===== src/rtl/aes_pkg.sv =====
// Shared definitions for the iterative AES-128 round sequencer: FSM state type,
// op trace encoding, one-hot load selects and block geometry.
package aes_pkg;

    localparam int AES_NUM_ROUNDS = 10;
    localparam int AES_BLOCK_W    = 128;
    localparam logic [3:0] AES_LAST_ROUND = 4'(AES_NUM_ROUNDS);

    typedef enum logic [2:0] {
        SEQ_IDLE  = 3'd0,
        SEQ_ARK   = 3'd1,
        SEQ_SUB   = 3'd2,
        SEQ_SHIFT = 3'd3,
        SEQ_MIX   = 3'd4,
        SEQ_DONE  = 3'd5
    } aes_seq_state_t;

    localparam logic [1:0] AES_OP_SUB   = 2'd0;
    localparam logic [1:0] AES_OP_SHIFT = 2'd1;
    localparam logic [1:0] AES_OP_MIX   = 2'd2;
    localparam logic [1:0] AES_OP_ARK   = 2'd3;

    // One-hot select for the state register input mux; all-zero means hold.
    localparam logic [4:0] AES_LD_NONE  = 5'b00000;
    localparam logic [4:0] AES_LD_IN    = 5'b00001;
    localparam logic [4:0] AES_LD_SUB   = 5'b00010;
    localparam logic [4:0] AES_LD_SHIFT = 5'b00100;
    localparam logic [4:0] AES_LD_MIX   = 5'b01000;
    localparam logic [4:0] AES_LD_ARK   = 5'b10000;

    function automatic logic [1:0] aes_op_for_state(input aes_seq_state_t st);
        case (st)
            SEQ_SUB:   return AES_OP_SUB;
            SEQ_SHIFT: return AES_OP_SHIFT;
            SEQ_MIX:   return AES_OP_MIX;
            default:   return AES_OP_ARK;
        endcase
    endfunction

endpackage


===== src/rtl/aes_seq_fsm.sv =====
// Round/transform sequencing FSM: owns the state, the round counter, the
// handshake and trace outputs, and drives the one-hot load select of the top.
module aes_seq_fsm
    import aes_pkg::*;
(
    input  logic       clk,
    input  logic       rst_n,
    input  logic       in_valid,
    input  logic       out_ready,
    output logic       in_ready,
    output logic       out_valid,
    output logic       busy,
    output logic [3:0] ark_sel,
    output logic [1:0] op,
`ifdef AES_SEQ_STATS_EN
    output logic       done_hs,
`endif
    output logic [4:0] load_sel
);

    aes_seq_state_t state_r;
    aes_seq_state_t state_nxt_s;
    logic [3:0]     round_r;
    logic [3:0]     round_nxt_s;
    logic [4:0]     load_sel_s;
    logic           in_ready_r;
    logic           out_valid_r;
    logic           busy_r;
    logic [3:0]     ark_sel_r;
    logic [1:0]     op_r;

    // Next-state, round and load-select decode.
    always_comb begin
        state_nxt_s = state_r;
        round_nxt_s = round_r;
        load_sel_s  = AES_LD_NONE;
        if (round_r > AES_LAST_ROUND) begin
            state_nxt_s = SEQ_IDLE;
            round_nxt_s = 4'd0;
        end else begin
            case (state_r)
                SEQ_IDLE: begin
                    round_nxt_s = 4'd0;
                    if (in_valid) begin
                        load_sel_s  = AES_LD_IN;
                        state_nxt_s = SEQ_ARK;
                    end else begin
                        state_nxt_s = SEQ_IDLE;
                    end
                end
                SEQ_ARK: begin
                    load_sel_s = AES_LD_ARK;
                    if (round_r == AES_LAST_ROUND) begin
                        state_nxt_s = SEQ_DONE;
                    end else begin
                        round_nxt_s = round_r + 4'd1;
                        state_nxt_s = SEQ_SUB;
                    end
                end
                SEQ_SUB: begin
                    load_sel_s  = AES_LD_SUB;
                    state_nxt_s = SEQ_SHIFT;
                end
                SEQ_SHIFT: begin
                    load_sel_s = AES_LD_SHIFT;
                    // The final round has no MixColumns.
                    if (round_r == AES_LAST_ROUND) begin
                        state_nxt_s = SEQ_ARK;
                    end else begin
                        state_nxt_s = SEQ_MIX;
                    end
                end
                SEQ_MIX: begin
                    load_sel_s  = AES_LD_MIX;
                    state_nxt_s = SEQ_ARK;
                end
                SEQ_DONE: begin
                    if (out_ready) begin
                        state_nxt_s = SEQ_IDLE;
                    end else begin
                        state_nxt_s = SEQ_DONE;
                    end
                end
                default: begin
                    state_nxt_s = SEQ_IDLE;
                    round_nxt_s = 4'd0;
                end
            endcase
        end
    end

    // State, round counter and outputs registered from the next-state decode.
    always_ff @(posedge clk) begin
        if (!rst_n) begin
            state_r     <= SEQ_IDLE;
            round_r     <= 4'd0;
            in_ready_r  <= 1'b1;
            out_valid_r <= 1'b0;
            busy_r      <= 1'b0;
            ark_sel_r   <= 4'd0;
            op_r        <= AES_OP_ARK;
        end else begin
            state_r     <= state_nxt_s;
            round_r     <= round_nxt_s;
            in_ready_r  <= (state_nxt_s == SEQ_IDLE);
            out_valid_r <= (state_nxt_s == SEQ_DONE);
            busy_r      <= (state_nxt_s != SEQ_IDLE);
            ark_sel_r   <= (state_nxt_s == SEQ_IDLE) ? 4'd0 : round_nxt_s;
            op_r        <= aes_op_for_state(state_nxt_s);
        end
    end

    assign in_ready  = in_ready_r;
    assign out_valid = out_valid_r;
    assign busy      = busy_r;
    assign ark_sel   = ark_sel_r;
    assign op        = op_r;
    assign load_sel  = load_sel_s;

`ifdef AES_SEQ_STATS_EN
    assign done_hs = (state_r == SEQ_DONE) && out_ready && (round_r <= AES_LAST_ROUND);
`endif

endmodule


===== src/rtl/aes_round_sequencer.sv =====
// Iterative AES-128 encryption controller: 128-bit state register, 5-way load
// mux and sequencing FSM. Optional AES_SEQ_STATS_EN adds a blocks_done counter.
module aes_round_sequencer
    import aes_pkg::*;
(
    input  logic                   Clk,
    input  logic                   Reset_n,
    input  logic                   in_valid,
    output logic                   in_ready,
    input  logic [AES_BLOCK_W-1:0] in_data,
    output logic                   out_valid,
    input  logic                   out_ready,
    output logic [AES_BLOCK_W-1:0] out_data,
    output logic                   busy,
    output logic [AES_BLOCK_W-1:0] xform_state,
    input  logic [AES_BLOCK_W-1:0] sub_result,
    input  logic [AES_BLOCK_W-1:0] shift_result,
    input  logic [AES_BLOCK_W-1:0] mix_result,
    input  logic [AES_BLOCK_W-1:0] ark_result,
    output logic [3:0]             ark_sel,
    output logic [1:0]             op
`ifdef AES_SEQ_STATS_EN
    ,
    output logic [15:0]            blocks_done
`endif
);

    logic [AES_BLOCK_W-1:0] state_r;
    logic [AES_BLOCK_W-1:0] state_nxt_s;
    logic [4:0]             load_sel_s;
`ifdef AES_SEQ_STATS_EN
    logic                   done_hs_s;
    logic [15:0]            blocks_done_r;
`endif

    aes_seq_fsm u_fsm (
        .clk       (Clk),
        .rst_n     (Reset_n),
        .in_valid  (in_valid),
        .out_ready (out_ready),
        .in_ready  (in_ready),
        .out_valid (out_valid),
        .busy      (busy),
        .ark_sel   (ark_sel),
        .op        (op),
`ifdef AES_SEQ_STATS_EN
        .done_hs   (done_hs_s),
`endif
        .load_sel  (load_sel_s)
    );

    // State register input mux; no select leaves the ciphertext in place.
    always_comb begin
        state_nxt_s = state_r;
        case (load_sel_s)
            AES_LD_IN:    state_nxt_s = in_data;
            AES_LD_SUB:   state_nxt_s = sub_result;
            AES_LD_SHIFT: state_nxt_s = shift_result;
            AES_LD_MIX:   state_nxt_s = mix_result;
            AES_LD_ARK:   state_nxt_s = ark_result;
            default:      state_nxt_s = state_r;
        endcase
    end

    // The AES state register.
    always_ff @(posedge Clk) begin
        if (!Reset_n) begin
            state_r <= {AES_BLOCK_W{1'b0}};
        end else begin
            state_r <= state_nxt_s;
        end
    end

    assign xform_state = state_r;
    assign out_data    = state_r;

`ifdef AES_SEQ_STATS_EN
    // Completed-block counter, wraps naturally at 16 bits.
    always_ff @(posedge Clk) begin
        if (!Reset_n) begin
            blocks_done_r <= 16'd0;
        end else if (done_hs_s) begin
            blocks_done_r <= blocks_done_r + 16'd1;
        end else begin
            blocks_done_r <= blocks_done_r;
        end
    end

    assign blocks_done = blocks_done_r;
`endif

endmodule


===== config.mk =====
export PLATFORM = sky130hd
export DESIGN_NAME = aes_round_sequencer
export DESIGN_NICKNAME = d
export VERILOG_FILES = /design/src/rtl/aes_pkg.sv /design/src/rtl/aes_seq_fsm.sv /design/src/rtl/aes_round_sequencer.sv
export SDC_FILE = /design/constraint.sdc
export NUM_CORES = 1
export LEC_CHECK = 0
export BUFFER_PORTS_ARGS = -buffer_cell sky130_fd_sc_hd__buf_4
export CORE_AREA = 5 5 350 352
export DETAILED_ROUTE_END_ITERATION = 8
export DIE_AREA = 0 0 355 357
export GPL_TIMING_DRIVEN = 0
export PLACE_DENSITY = 0.41
export REMOVE_ABC_BUFFERS = 1
export SLEW_MARGIN = 20
export SYNTH_ARGS = -nofsm -noshare
export SYNTH_HDL_FRONTEND = slang
export SYNTH_SLANG_ARGS = --single-unit

===== constraint.sdc =====
create_clock -name Clk -period 3.8 [get_ports Clk]
set_input_delay 0.19 -clock Clk [delete_from_list [all_inputs] [get_ports Clk]]
set_output_delay 0.19 -clock Clk [all_outputs]
set_load 0.005 [all_outputs]

==> flow_summary.json, run 1 <==
{
  "multi_input_area_um2": 7433,
  "drt_wl_total_um": 108000,
  "power_per_cell_area_nw_per_um2": 344.5,
  "grt_start_max_net_pins": 71,
  "reg2reg_setup_slack_ns": 0.41,
  "cp.required_ns": 4.23,
  "stdcell_area_um2": 21430,
  "startpoint": "u_fsm.state_r[0]$_SDFF_PN0_",
  "ios": 909,
  "drv_slew": 0,
  "insertion_delay_ns": 0.53,
  "p_leak_nw": 8.990,
  "hold_viol": 0,
  "syn_to_final_growth_pct": 77.30,
  "clock-sinks": 144,
  "cts_tree": "done",
  "syn_area_per_cell_um2": 8.942,
  "numCtsBuffers": 17,
  "hold_buffers": 74,
  "reg2reg_to": "out_data[102]$_SDFFE_PN0P_",
  "ys_ff_latch": 144,
  "ys_seq_area_share_pct": 23.85,
  "postSynth.asyncResetShare_pct": 0,
  "netlist_area_um2": 12090,
  "drtIter0Drc": 970,
  "portBuffers": 908,
  "worst_pin_slew_ns": 1.141,
  "ir_drop_v": 0.0004340,
  "r2r-start": "u_fsm.state_r[0]$_SDFF_PN0_",
  "slew_headroom_pct": 22.89,
  "end_kind": "flop",
  "layout.cells.most_common": "buf_4",
  "drc_errors": 0,
  "yosysUniqueCellTypes": 47,
  "path_clk_slew_ns": 0.07,
  "drive_gt1_share_pct": 54.15,
  "endpoint": "out_data[102]$_SDFFE_PN0P_",
  "grt_pass1_wl_um": 140200,
  "hold_path_depth": 3,
  "wl_per_cell_um": 29.47,
  "viasPerCell": 3.995,
  "root_buffer": "clkbuf_16",
  "final_cell_mix": "907 x buf_4, 141 x dfxtp_1, 113 x nor3_1, 74 x a21oi_1, 74 x dlygate4sd3_1",
  "holdCritPathClass": "input pin to flop",
  "start_util_pct": 10.16,
  "cap_viol_max_count": 0,
  "cts_setup_buffers": 0,
  "period_needed_ns": 3.389,
  "dieArea_um2": 126700,
  "vias": 14640,
  "ys.warnings.count": 0,
  "cp_max_fo": 53,
  "place_hpwl_um": 90870,
  "overflow": 0,
  "worstSetupStartpointType": "flop",
  "crit_type": "flop to flop",
  "power.total_mw": 7.385,
  "rsz0062_at_grt": "false",
  "ant_nets": 0,
  "min_period_over_period_pct": 89.20,
  "rows": 127,
  "synth_cells": 1352,
  "place.gp.congestion": 0.8690,
  "hold_slack_ns": 0.06720,
  "htreeDepth": 4,
  "run_status": "finished, final reports clean",
  "regArea_um2": 2894,
  "fmax_mhz": 295.0,
  "critPathArrivalTime_ns": 3.82,
  "first_pass_iters": 5,
  "placed_cell_area_um2": 20070,
  "nets": 2741,
  "setup_viol": 0,
  "synth_edf_count": 0,
  "ys.flop_type": "dfxtp_1",
  "core_area_um2": 119000,
  "cts_resized": 0,
  "skew_ns": 0.02406,
  "grtUsageTotal_pct": 16.19,
  "fp.dieH_um": 357,
  "holdCritStartpoint": "mix_result[38]",
  "cts_max_path_buffers": 2,
  "antenna_found_initial": 35,
  "die_w_um": 355,
  "reg2reg_depth": 8,
  "grt_pass1_vias": 14900,
  "n_fill_cell": 13430
}
-- Yosys cell counts (57+ instances only) --
cell         n  area [µm²]
a2bb2oi_1   70       613.1
nor2_1      70       262.8
nor4b_2     60       900.9
clkbuf_1    98       367.9
mux2i_1     70       700.7
o31a_1      71       621.9
nor3_1     113       565.5
a22oi_1     57       427.9
a21oi_1     74       370.4
or3_1       58       362.9
o2111a_1    57       641.9
mux2_2      59       664.4
dfxtp_1    144        2883
buf_4      133       998.5
-- flip-flops by register name, summed over array words and instances (netlist names) --
name / count
u_fsm.state_r: 3
u_fsm.out_valid: 1
u_fsm.busy: 1
u_fsm.in_ready: 1
u_fsm.op: 2
out_data: 128
u_fsm.ark_sel: 4
u_fsm.round_r: 4
-- layout make-up --
class | count | area share, %
Inverter | 3 | 0.05254
Clock inverter | 9 | 0.6246
Timing Repair Buffer | 1022 | 39.83
Tap cell | 1548 | 9.036
Sequential cell | 144 | 13.50
Clock buffer | 22 | 2.166
Antenna cell | 9 | 0.1051
Multi-Input combinational cell | 907 | 34.68
-- how the worst min path moves through the flow --
| stage | end | slack, ns |
|---|---|---|
| 2_1_floorplan | out_data[101]$_SDFFE_PN0P_ | 0.33 |
| 3_3_place_gp | u_fsm.state_r[2]$_SDFF_PN0_ | 0.53 |
| 3_5_place_dp | u_fsm.state_r[2]$_SDFF_PN0_ | 0.52 |
| 4_1_cts | out_data[26]$_SDFFE_PN0P_ | 0.0003 |
| 5_1_grt | out_data[33]$_SDFFE_PN0P_ | 0.03 |
| 6_report | out_data[38]$_SDFFE_PN0P_ | 0.07 |
-- stage by stage --
stage | worst slack [ns] | TNS (ns) | instances | util (%)
2_1_floorplan | -3.762 | -492.53 | 1054 | -
3_3_place_gp | -12.55 | -1535.94 | 3510 | 15.99
3_5_place_dp | 0.4429 | 0 | 3550 | 16.87
4_1_cts | 0.4424 | 0 | 3655 | 17.99
5_1_grt | 0.3287 | 0 | 3655 | 17.99
6_report | 0.4105 | 0 | 3664 | 18.01
-- power by group --
part | internal (mW) | total (mW) | switching, mW
clock network | 1.06 | 1.94 | 0.876
registers | 1.75 | 2.10 | 0.355
logic | 1.75 | 3.34 | 1.59
total | 4.56 | 7.38 | 2.82
-- logic make-up (layout without fill, tap and decap cells) --
family | after synthesis | count (layout) | synth area share (%)
compound gates | 399 | 399 | 27.10
xor+xnor | 1 | 1 | 0.07246
fa+ha+maj | 2 | 2 | 0.2070
buf+inv | 301 | 1056 | 15.08
flops | 144 | 144 | 23.85
mux | 129 | 129 | 11.29
other cells | 0 | 9 | 0
simple gates | 376 | 376 | 22.41
-- worst max-delay path, stage by stage (launching register included) --
cell,delay (ns)
dfxtp_4,0.74
buf_16,0.35
buf_12,0.23
nand2b_4,0.41
buf_12,0.25
buf_12,0.23
a2bb2oi_1,0.56
nor3_1,0.16
nor4b_2,0.29
-- layer usage --
| layer | vias to the layer above | part of all wire [%] | global-route usage, % |
|---|---|---|---|
| met2 | 633 | 46 | 26.20 |
| met4 | 10 | 1.1 | 2.727 |
| met1 | 7276 | 46 | 21.93 |
| li1 | 6643 | - | - |
| met5 | - | 0.056 | 0 |
| met3 | 76 | 6.8 | 4.339 |
Note: power is estimated with default switching activity, not from simulation.
==> run 2, diff against run 1 <==
CORE_AREA = 2 2 357 359   (was 5 5 350 352)
DIE_AREA = 0 0 359 361   (was 0 0 355 357)
PLACE_DENSITY = 0.4   (was 0.41)
==> run 2 against run 1 <==
- cell area grew 0.49%
- utilization shrank 0.83 points
- sequential power is essentially flat
- clock-buffer cell count shrank 4
- largest cell class unchanged
- highest routed layer unchanged
==> flow_summary.json, run 2 (synthesized netlist as in run 1, its figures left out) <==
{
  "run_status": "finished, final reports clean",
  "drc_errors": 0,
  "cts_max_path_buffers": 2,
  "drive_gt1_share_pct": 54.62,
  "grt_start_max_net_pins": 71,
  "htreeDepth": 4,
  "skew_ns": 0.01944,
  "overflow": 0,
  "ant_nets": 0,
  "place.gp.congestion": 0.8837,
  "cp_max_fo": 49,
  "portBuffers": 908,
  "holdCritPathClass": "input pin to flop",
  "period_needed_ns": 2.933,
  "grt_pass1_vias": 14760,
  "fmax_mhz": 340.9,
  "end_kind": "flop",
  "numCtsBuffers": 17,
  "place_hpwl_um": 91920,
  "dp_cells": 3652,
  "setup_tns_ns": 0,
  "worstSetupStartpointType": "flop",
  "power_per_cell_area_nw_per_um2": 347.4,
  "min_period_over_period_pct": 77.20,
  "p_leak_nw": 8.984,
  "grt_pass1_wl_um": 143900,
  "fp.dieH_um": 361,
  "cts_resized": 0,
  "drt_wl_total_um": 109500,
  "final_cells": 3753,
  "syn_to_final_growth_pct": 78.17,
  "cap_viol_max_count": 0,
  "die_w_um": 359,
  "start_util_pct": 9.640,
  "cts_tree": "done",
  "dieArea_um2": 129600,
  "rows": 130,
  "postLayoutCoreUtil_pct": 17.18,
  "clock-sinks": 144,
  "cp.required_ns": 4.26,
  "drv_slew": 0,
  "root_buffer": "clkbuf_16",
  "path_clk_slew_ns": 0.08,
  "grtUsageTotal_pct": 16.33,
  "worst_pin_slew_ns": 0.9841,
  "crit_type": "flop to flop",
  "wl_per_cell_um": 29.18,
  "slew_headroom_pct": 33.47,
  "vias": 14780,
  "rsz0062_at_grt": "false",
  "insertion_delay_ns": 0.52,
  "drtIter0Drc": 965,
  "setup_viol": 0,
  "final_cell_mix": "907 x buf_4, 141 x dfxtp_1, 113 x nor3_1, 74 x a21oi_1, 71 x o31a_1",
  "hold_viol": 0,
  "first_pass_iters": 5,
  "viasPerCell": 3.937,
  "nets": 2731,
  "layout.cells.most_common": "buf_4",
  "ir_drop_v": 0.0003718,
  "critPathArrivalTime_ns": 3.39,
  "core_area_um2": 125400,
  "antenna_found_initial": 46,
  "power.total_mw": 7.483,
  "ios": 909,
  "largest_register_ffs": 128
}
==> run 2: path summary, 6_finish.rpt <==
| check | endpoint | slack, ns | cells after the start | from |
|---|---|---|---|---|
| setup / recovery | out_data[69]$_SDFFE_PN0P_ | 0.87 | 8 | u_fsm.state_r[1]$_SDFF_PN0_ |
| hold / removal | out_data[30]$_SDFFE_PN0P_ | 0.07 | 3 | mix_result[30] |
| setup reg to reg | out_data[69]$_SDFFE_PN0P_ | 0.87 | 8 | u_fsm.state_r[1]$_SDFF_PN0_ |
| hold reg to reg | out_data[84]$_SDFFE_PN0P_ | 0.54 | 2 | out_data[84]$_SDFFE_PN0P_ |
==> run 2: timing repair <==
action                                 CTS  global route
hold buffers                            64             0
endpoints found under the hold margin   66             0
setup buffers                            0             0
==> run 2: power by group <==
group	total (mW)	internal [mW]	leakage [nW]	switching, mW
Combinational	3.39	1.76	7.47	1.63
Sequential	2.08	1.75	1.20	0.329
Clock	2.02	1.04	0.310	0.976
==> run 2: routing by layer <==
metal  share of wire, %  up-vias  GRT usage, %
li1                   -     6613             -
met1                 45     7333         21.69
met2                 46      672         26.17
met3                6.9      122         4.703
met4                1.6       36         3.235
met5               0.23        -             0
==> run 2: critical path: stages, from the launching register on <==
cell and delay, ns:
dfxtp_4 0.44, buf_16 0.21, buf_16 0.22, or2_4 0.29, a21oi_4 0.54, buf_16 0.22
and2_4 0.32, buf_16 0.26, o221a_1 0.23
==> run 2: cell type report <==
type	instances	area, µm²
Multi-Input combinational cell	907	7440
Tap cell	1650	2064
Fill cell	14220	103900
Inverter	3	11.26
Clock buffer	18	450.4
Timing Repair Buffer	1012	8483
Sequential cell	144	2894
Antenna cell	5	12.51
Clock inverter	14	183.9
==> run 2: through the flow <==
step | hold slack [ns] | setup slack [ns] | instance area, µm²
2_1_floorplan | 0.3296 | -3.762 | 10280
3_3_place_gp | 0.5319 | -14.08 | 19160
3_5_place_dp | 0.5294 | 0.6829 | 20250
4_1_cts | 0.001067 | 0.6912 | 21530
5_1_grt | 0.02395 | 0.6571 | 21530
6_report | 0.06513 | 0.8665 | 21540
==> run 3, diff against run 2 <==
CORE_AREA = 2 2 356 358   (was 2 2 357 359)
DIE_AREA = 0 0 358 360   (was 0 0 359 361)
PLACE_DENSITY = 0.41   (was 0.4)
clock period = 2.5 ns   (was 3.8 ns; I/O delays follow)
==> run 3 against run 2 <==
- sequential share of layout area decreased by 0.97 points
- clock-buffer cell count down 1
- cell area up 7.9%
- final cell count rose by 4.0%
- combinational power increased by 59%
- die area down 0.55%
- critical path depth decreased by 2
- critical path type unchanged
- highest routed layer unchanged
==> flow_summary.json, run 3 (synthesized netlist as in run 1, its figures left out) <==
{
  "cts_max_path_buffers": 2,
  "antenna_found_initial": 48,
  "grtUsageTotal_pct": 16.66,
  "insertion_delay_ns": 0.54,
  "r2r-start": "u_fsm.state_r[2]$_SDFF_PN0_",
  "final_cell_mix": "920 x buf_4, 184 x dlygate4sd3_1, 139 x dfxtp_1, 106 x nor3_1, 74 x a21oi_1",
  "min_period_over_period_pct": 97.52,
  "holdCritPathClass": "input pin to flop",
  "critPathArrivalTime_ns": 2.85,
  "crit_type": "flop to flop",
  "p_leak_nw": 9.727,
  "core_area_um2": 124900,
  "end_kind": "flop",
  "drv_slew": 0,
  "power.total_mw": 11.55,
  "numCtsBuffers": 17,
  "hold_path_depth": 3,
  "cp_max_fo": 36,
  "largest_register_ffs": 128,
  "hold_viol": 0,
  "hold_slack_ns": 0.04045,
  "reg2reg_setup_slack_ns": 0.06,
  "wl_per_cell_um": 28.79,
  "cp.required_ns": 2.91,
  "drt_wl_total_um": 112400,
  "path_clk_slew_ns": 0.07,
  "worstSetupStartpointType": "flop",
  "drtIter0Drc": 1049,
  "max_stage_delay_ns": 0.53,
  "slew_headroom_pct": 41.47,
  "skew_ns": 0.02285,
  "grt_pass1_vias": 15450,
  "grt_pass1_wl_um": 144300,
  "holdCritStartpoint": "in_data[83]",
  "root_buffer": "clkbuf_16",
  "die_w_um": 358,
  "cts_tree": "done",
  "viasPerCell": 3.953,
  "grt_start_max_net_pins": 73,
  "n_fill_cell": 14060,
  "dp_cells": 3652,
  "whs_endpoint": "out_data[83]$_SDFFE_PN0P_",
  "period_needed_ns": 2.438,
  "reg2reg_to": "out_data[61]$_SDFFE_PN0P_",
  "dieArea_um2": 128900,
  "path_cells": "buf_16 -> or3b_4 -> buf_12 -> nor2_1 -> o221ai_1 -> o2111a_1",
  "layout.cells.most_common": "buf_4",
  "multi_input_area_um2": 7520,
  "rows": 130,
  "setup_viol": 0,
  "htreeDepth": 4,
  "regArea_um2": 2897,
  "clock-sinks": 144,
  "start_util_pct": 9.677,
  "startpoint": "u_fsm.state_r[2]$_SDFF_PN0_",
  "worst_pin_slew_ns": 0.8658,
  "critPathBufInv": 2,
  "overflow": 0,
  "nets": 2879,
  "reg2reg_depth": 6,
  "final_cells": 3904,
  "drc_errors": 0,
  "first_pass_iters": 5,
  "portBuffers": 908,
  "cap_viol_max_count": 0,
  "ant_nets": 0,
  "postLayoutCoreUtil_pct": 18.60,
  "crit_family": "simple AND/OR/NAND/NOR gates",
  "drive_gt1_share_pct": 52.94,
  "vias": 15430,
  "place.gp.congestion": 0.8693,
  "fmax_mhz": 410.2,
  "syn_to_final_growth_pct": 92.23,
  "critPathSlowestCell": "dfxtp_4",
  "place_hpwl_um": 90420,
  "power_per_cell_area_nw_per_um2": 497.1,
  "run_status": "finished, final reports clean",
  "ios": 909,
  "fp.dieH_um": 360,
  "ir_drop_v": 0.0006077
}
-- run 3: cell types whose count changed in the layout (fill, tap and decap cells not counted), moves of 5 or more --
cell	change
buf_12	+5
buf_4	+13
bufbuf_16	+5
dlygate4sd3_1	+120
nor3_1	-7
nor3_2	+7
-- run 3: worst max-delay path by stage --
stage | endpoint | cells after the start
2_1_floorplan | out_data[71]$_SDFFE_PN0P_ | 4
3_3_place_gp | out_data[98]$_SDFFE_PN0P_ | 4
3_5_place_dp | out_data[11]$_SDFFE_PN0P_ | 7
4_1_cts | out_data[41]$_SDFFE_PN0P_ | 9
5_1_grt | out_data[37]$_SDFFE_PN0P_ | 9
6_report | out_data[61]$_SDFFE_PN0P_ | 6
-- run 3: area by class of cell --
class	count	area share, %
diodes	8	0.08615
well taps	1650	8.884
repair buffers	1159	43.50
clock buffers	17	1.831
inverters	3	0.04846
multi-input cells	908	32.36
clock inverters	15	0.8292
flip-flops and latches	144	12.46
-- run 3: what timing repair did --
action,CTS,global route
endpoints found under the setup margin,106,74
hold endpoints to repair,128,0
pin swaps,4,1
gates cloned,8,2
hold buffers,184,0
buffers inserted,10,8
resized for setup,12,7
-- run 3: power by group --
group	switching [mW]	internal, mW
clock	1.47	1.52
sequential	0.519	2.65
combinational	2.55	2.84
total	4.54	7.01
-- run 3: layer usage --
layer | vias to the layer above | share of wire (%) | GRT usage, %
li1 | 6929 | - | -
met1 | 7645 | 45 | 22.27
met2 | 710 | 46 | 26.79
met3 | 121 | 6.4 | 3.980
met4 | 26 | 2.1 | 3.889
met5 | - | 0.14 | 0
-- run 3: worst min-delay path, stage by stage --
cell     delay (ns)
buf_4          0.08
o31a_1         0.12
nor4b_2        0.18
-- run 3: per-stage QoR --
stage | worst slack (ns) | cell area (µm²) | TNS (ns)
2_1_floorplan | -5.062 | 10280 | -679.73
3_3_place_gp | -14.21 | 19160 | -1769.79
3_5_place_dp | -0.3757 | 20220 | -12.44
4_1_cts | -0.01065 | 23080 | -0.01065
5_1_grt | -0.002054 | 23230 | -0.002054
6_report | 0.06206 | 23240 | 0
